$ cat src/rtl/windowed_peak_hold.sv
// Windowed peak detector. It collects WINDOW_LEN accepted signed samples and reports the
// window maximum or minimum, and that sample's position in the window, with a one-cycle valid pulse.
module windowed_peak_hold #(
   parameter int DATA_WIDTH = 11,
   parameter int WINDOW_LEN = 256,
   localparam int CNT_WIDTH = $clog2(WINDOW_LEN)
) (
   input  logic                         i_clk,
   input  logic                         i_nrst,
   input  logic                         i_ce,
   input  logic                         i_mode,
   input  logic                         i_clear,
   input  logic signed [DATA_WIDTH-1:0] i_signal,
   input  logic                         i_signal_valid,
   output logic signed [DATA_WIDTH-1:0] o_peak,
   output logic        [CNT_WIDTH-1:0]  o_peak_idx,
   output logic                         o_peak_valid,
   output logic                         o_busy
);

   if (WINDOW_LEN < 2) begin : g_window_len_check
      $error("windowed_peak_hold: WINDOW_LEN must be >= 2");
   end

   localparam logic [0:0] IDLE  = 1'b0;
   localparam logic [0:0] TRACK = 1'b1;

   localparam logic [CNT_WIDTH-1:0] LAST_POS = CNT_WIDTH'(WINDOW_LEN - 1);

   logic [0:0]                   state;
   logic signed [DATA_WIDTH-1:0] run_peak;
   logic [CNT_WIDTH-1:0]         run_idx;
   logic [CNT_WIDTH-1:0]         count;
   logic                         mode_q;

   logic                         accept;
   logic                         sample_wins;
   logic signed [DATA_WIDTH-1:0] next_peak;
   logic [CNT_WIDTH-1:0]         next_idx;

   assign accept = i_ce & i_signal_valid;
   assign o_busy = (state == TRACK);

   // Strict compare keeps the earliest index on ties; mode_q was latched at window start.
   always_comb begin
      sample_wins = 1'b0;
      if (mode_q) begin
         sample_wins = (i_signal < run_peak);
      end else begin
         sample_wins = (i_signal > run_peak);
      end
      next_peak = sample_wins ? i_signal : run_peak;
      next_idx  = sample_wins ? count : run_idx;
   end

   always_ff @(posedge i_clk or negedge i_nrst) begin
      if (!i_nrst) begin
         state        <= IDLE;
         run_peak     <= '0;
         run_idx      <= '0;
         count        <= '0;
         mode_q       <= 1'b0;
         o_peak       <= '0;
         o_peak_idx   <= '0;
         o_peak_valid <= 1'b0;
      end else begin
         o_peak_valid <= 1'b0;
         // Clear wins over a simultaneous accept, including the last sample of a window.
         if (i_clear) begin
            state <= IDLE;
            count <= '0;
         end else if (accept) begin
            case (state)
               IDLE: begin
                  run_peak <= i_signal;
                  run_idx  <= '0;
                  count    <= CNT_WIDTH'(1);
                  mode_q   <= i_mode;
                  state    <= TRACK;
               end
               TRACK: begin
                  if (count == LAST_POS) begin
                     o_peak       <= next_peak;
                     o_peak_idx   <= next_idx;
                     o_peak_valid <= 1'b1;
                     count        <= '0;
                     state        <= IDLE;
                  end else begin
                     run_peak <= next_peak;
                     run_idx  <= next_idx;
                     count    <= count + 1'b1;
                  end
               end
               default: begin
                  state <= IDLE;
                  count <= '0;
               end
            endcase
         end
      end
   end

endmodule
$ cat config.mk
export PLATFORM = sky130hd
export DESIGN_NAME = windowed_peak_hold
export DESIGN_NICKNAME = d
export VERILOG_FILES = /design/src/rtl/windowed_peak_hold.sv
export SDC_FILE = /design/constraint.sdc
export NUM_CORES = 1
export LEC_CHECK = 0
export ABC_AREA = 1
export ABC_CLOCK_PERIOD_IN_PS = 2160
export BUFFER_PORTS_ARGS = -buffer_cell sky130_fd_sc_hd__buf_2
export CORE_AREA = 10 10 104 106
export DETAILED_ROUTE_END_ITERATION = 12
export DIE_AREA = 0 0 114 116
export PLACE_DENSITY_LB_ADDON = 0.15
export SYNTH_ARGS = -nofsm -noshare
export SYNTH_HDL_FRONTEND = slang
export SYNTH_SLANG_ARGS = --single-unit
export TNS_END_PERCENT = 10
$ cat constraint.sdc
create_clock -name i_clk -period 2.16 [get_ports i_clk]
set_clock_uncertainty 0.1 [all_clocks]
set_input_delay 0.216 -clock i_clk [delete_from_list [all_inputs] [get_ports i_clk]]
set_output_delay 0.216 -clock i_clk [all_outputs]
set_load 0.005 [all_outputs]
== After elaboration in Yosys (flattened, before gate mapping) ==
Index checks and enable logic that the tools add are counted.
Word-level totals
  register bits: 49
  latch bits: 0
  RAM bits: 0
  memory bits (read-only): 0
  bits of input ports: 17
  output and inout port bits: 21
  memories: 0
Operators by class
  add/sub/neg operators: 1
  $mul: 0
  div/mod/pow operators: 0
  order comparisons: 2
  equal/unequal tests: 2
  shifts and indexed selects: 0
  muxes and demuxes: 19
  bitwise logic cells: 3
  reductions and logical operators: 4
Operators with widths (count)
  two-way mux 8 bit: 5
  one-hot mux 8 bit (2 select lines): 2
  two-way mux 11 bit: 2
  one-hot mux 11 bit (2 select lines): 1
  > comparator 11 bit: 1
  less-than comparator 11 bit: 1
  adder 8 x 1 -> 8 bit, second input constant: 1
  == test 8 bit, second input constant: 1
  two-way mux 1 bit: 8
  AND reduction 3 bit: 2
  AND reduction 4 bit: 1
  inequality test 2 bit, second input constant: 1
  inverter 1 bit: 2
  one-hot mux 1 bit (2 select lines): 1
  nonzero test 2 bit: 1
  bitwise AND 1 bit: 1

== Longest topological paths before layout ==
  depth after elaboration: 5
  gate-level depth with buffers: 15
  depth with buffers taken out: 14

== Least setup slack after synthesis ==
No wires, ideal clock.
  path type: flip-flop to flip-flop
  start point: reg run_peak[10]
  end point: reg run_peak[0]
  arrival time: 1846 ps
  required time: 1944 ps
  path slack: 97 ps
  stages on the path, launching flop included: 13
  cells stage by stage: dfrtp_1 inv_1 ha_1 a21o_1 nor2_2 nand3_2 nand2_2 nand3_4 buf_12 nand3_2 nand3_1 nand2_1 nand2_1
On the way
  word-level cells in the longest chain between the ends: 5
  elaborated cells between the ends (all ways): 6
  classes of those cells: 2 x order compare; 4 x mux
RTL lines
  from (decl): line 31  | logic signed [DATA_WIDTH-1:0] run_peak;
  from (signal assigned): line 75  | run_peak <= i_signal;
  from (signal assigned): line 89  | run_peak <= next_peak;
  > comparator 11 bit or less-than comparator 11 bit (tied branches): line 50, 48
  two-way mux 1 bit (*): line 47  | if (mode_q) begin
  two-way mux 11 bit (*): line 52  | next_peak = sample_wins ? i_signal : run_peak;
  two-way mux 11 bit (*): line 82  | if (count == LAST_POS) begin
  one-hot mux 11 bit (2 select lines) (*): line 73  | case (state)
Mark *: on every way between the ends. The rest lies on a longest branch, timed or not. The select of a mux whose other input is x is not followed.
A chain may end at the register's enable or synchronous reset.

== Final worst setup path ==
  start point: reg run_peak[9]
  end point: reg run_peak[9]
On the way
  word-level cells in the longest chain between the ends: 5
  elaborated cells between the ends (all ways): 6
  classes of those cells: 2 x order compare; 4 x mux
RTL lines (line)
  > comparator 11 bit or less-than comparator 11 bit (tied branches): 50, 48
  two-way mux 1 bit: 47
  two-way mux 11 bit (*): 52
  two-way mux 11 bit (*): 82
  one-hot mux 11 bit (2 select lines) (*): 73
Marks and branches as above.

==> impl_metrics.toml <==
[logic_synthesis]
ys.flop_type = "dfrtp_1"
syn_nets = 396
ys_ff_latch = 49
async_flop_share = 1.000
synth_area_mm2 = 0.002984
syn_inst = 367
synth_warnings = 0
postSynthAreaPerCell_um2 = 8.131
synth_edf_count = 0
seq_area_frac_synth = 0.4109
synth.distinct_cells = 29

[floorplanning]
dieArea_mm2 = 0.01322
die_height_um = 116
start_util = 0.3439
core_mm2 = 0.008678
die_x_um = 114
ioPinCount = 38
rows = 34

[cells_and_area]
final_common_cell = "nand2_1"
stdcell_count = 547
drive_gt1_frac = 0.3121
most-common-layout-cells = "nand2_1, dfrtp_1, nand3_1"
area_growth_syn_to_layout_pct = 29.06
final_nets = 467
finalInstanceArea_mm2 = 0.003851
antenna_cells = 0

[power_and_ir_drop]
p_int_w = 0.002010
clkPwrFrac = 0.222
pwr-share-comb = 0.454
p_leak_nw = 2.013
ir_drop_uv = 306.1
swShare = 0.3711
p_sw_w = 0.001186
p_per_area_mw_per_mm2 = 830.0
pwr-share-seq = 0.324

[grt]
antenna_found_initial = 0
grt_usage = 0.1281
grt.overflow.total = 0
grt_pass1_vias = 2820
grt_first_pass_wirelength_um = 13880
grt_start_max_net_pins = 28

[critical_path]
endpoint_kind = "flip-flop"
required_ps = 2280
arrival_ps = 2230
cp-start-kind = "flip-flop"
cp_max_fo = 5
critPathKind = "flip-flop to flip-flop"
reg2reg_setup_slack_ps = 40

[clock_tree]
numClockSinks = 49
htreeDepth = 2
clkTransAtPathRegs_ps = 110
clock_path_buffers = 2
cts_tree = "yes"
cts_inserted_buffers = 5
clock_latency_ps = 310
cts_root_buffer = "clkbuf_8"

[drt]
dr.pass1.iters = 4
num_vias = 2659
drt_iter0_drc = 80
antenna_left = 0
remaining_drc_errors = 0
viasPerCell = 4.861
wl_per_cell_um = 15.39
drt_wl_total_um = 8421

[timing]
finalMaxSlewViolations = 0
fmax_ghz = 0.4726
period_needed_ps = 2116
rsz0062_at_grt = "yes"
fin_crit_sh = 0.9796
slew_headroom = 0.7131
hold_viol = 0
worst_pin_slew_ps = 430.4
finalSetupViolCount = 0

[placed_design]
numPortBuffers = 37
placed_cell_area_mm2 = 0.003465
dp.cells = 526
gp_congestion = 0.7519
dpl.hpwl_um = 6020

[hold_path]
hold_class = "input pin to flip-flop"

[flow_run]
drv_cap = 0

[run_status]
status = "complete, no violations"
power by group through the flow:
stage	sequential, W	combinational, W	clock (W)
CTS	0.00104	0.00125	0.000729
finish	0.00104	0.00145	0.000710
global placement	0.00105	0.00117	0
detailed placement	0.00106	0.00118	0
global route	0.00104	0.00161	0.000757
floorplan	0.00106	0.000835	0
cell usage after synthesis (4+ instances only):
cell type / instances / share of area
o21ai_0: 14 / 0.023
clkbuf_1: 4 / 0.0050
nand3_1: 42 / 0.070
o22ai_1: 6 / 0.013
xor2_1: 4 / 0.012
nand2_2: 4 / 0.0084
o21ai_1: 9 / 0.015
nand3_2: 21 / 0.070
nand2_1: 108 / 0.14
inv_1: 34 / 0.043
nor2_1: 15 / 0.019
buf_2: 7 / 0.012
dfrtp_1: 49 / 0.41
ha_1: 12 / 0.050
a21oi_1: 13 / 0.022
layer usage:
| metal | wire length (µm) | track usage |
|---|---|---|
| met1 | 3776 | 0.1494 |
| met2 | 4339 | 0.2339 |
| met3 | 225 | 0.02377 |
| met4 | 80 | 0.03509 |
| met5 | 0 | 0 |
final timing paths:
path	depth (start not counted)	endpoint	start
setup / recovery	14	run_peak[9]$_DFFE_PN0P_	run_peak[9]$_DFFE_PN0P_
hold / removal	3	mode_q$_DFFE_PN0P_	i_mode
setup reg to reg	14	run_peak[9]$_DFFE_PN0P_	run_peak[9]$_DFFE_PN0P_
hold reg to reg	2	run_idx[7]$_DFFE_PN0P_	run_idx[7]$_DFFE_PN0P_
max in group asynchronous	3	o_peak_idx[2]$_DFFE_PN0P_	i_nrst
min in group asynchronous	2	run_peak[7]$_DFFE_PN0P_	i_nrst
state kept, by name, indices dropped and copies added (netlist names):
register,flops
run_peak,11
run_idx,8
mode_q,1
o_busy,1
o_peak_valid,1
o_peak_idx,8
count,8
o_peak,11
cell families (layout without fill, tap and decap cells):
| family | after synthesis | count (layout) | synth area share |
|---|---|---|---|
| XOR/XNOR | 5 | 5 | 0.01467 |
| buffers and inverters | 51 | 123 | 0.08553 |
| adder cells (fa/ha/maj) | 12 | 12 | 0.05031 |
| AND/OR/NAND/NOR | 206 | 206 | 0.3606 |
| AO/OA/AOI/OAI | 44 | 44 | 0.07799 |
| flip-flops | 49 | 49 | 0.4109 |
final cells by class:
type                       instances  area (µm²)
sequential                        49        1226
clock buffer                       6       82.58
fill                             902        4827
tap                              108       135.1
multi-input combinational        267        1614
inverter                          36       135.1
timing repair buffer              79       620.6
clock inverter                     2       37.54
critical path, cell delays in order, from the launching register on:
cell       delay (ps)
dfrtp_1           370
inv_1              50
ha_1              280
nand2_2           110
nor2_4             50
and2_4            140
nand2_4           110
nand3_4           100
nand2_4           110
nand3b_4          120
clkbuf_16         190
nand3_2            70
nand3_1            80
nand2_1            90
nand2_1            50
timing repair:
| action | CTS | global route |
|---|---|---|
| buffers inserted | 2 | 7 |
| endpoints found under the setup margin | 28 | 43 |
| cloned | 0 | 3 |
| hold buffers | 1 | 0 |
| pin swaps | 0 | 7 |
| endpoints found under the hold margin | 14 | 0 |
| resized for setup | 4 | 17 |
per-stage QoR:
step                      setup TNS (ps)  worst slack, ps    util  power [W]  hold WS, ps
final                                  0            43.97  0.4438   0.003197        71.78
after global routing               -1674           -72.88  0.4438   0.003415        114.1
after CTS                              0            28.77  0.4197   0.003019        66.04
after detailed placement          -185.8           -46.89  0.3992   0.002233        76.27
after global placement          -0.03375         -0.03375  0.3992   0.002220        78.37
after floorplan                        0            97.20       -   0.001893       -179.6
No activity file was read; power rests on OpenSTA's default activity.
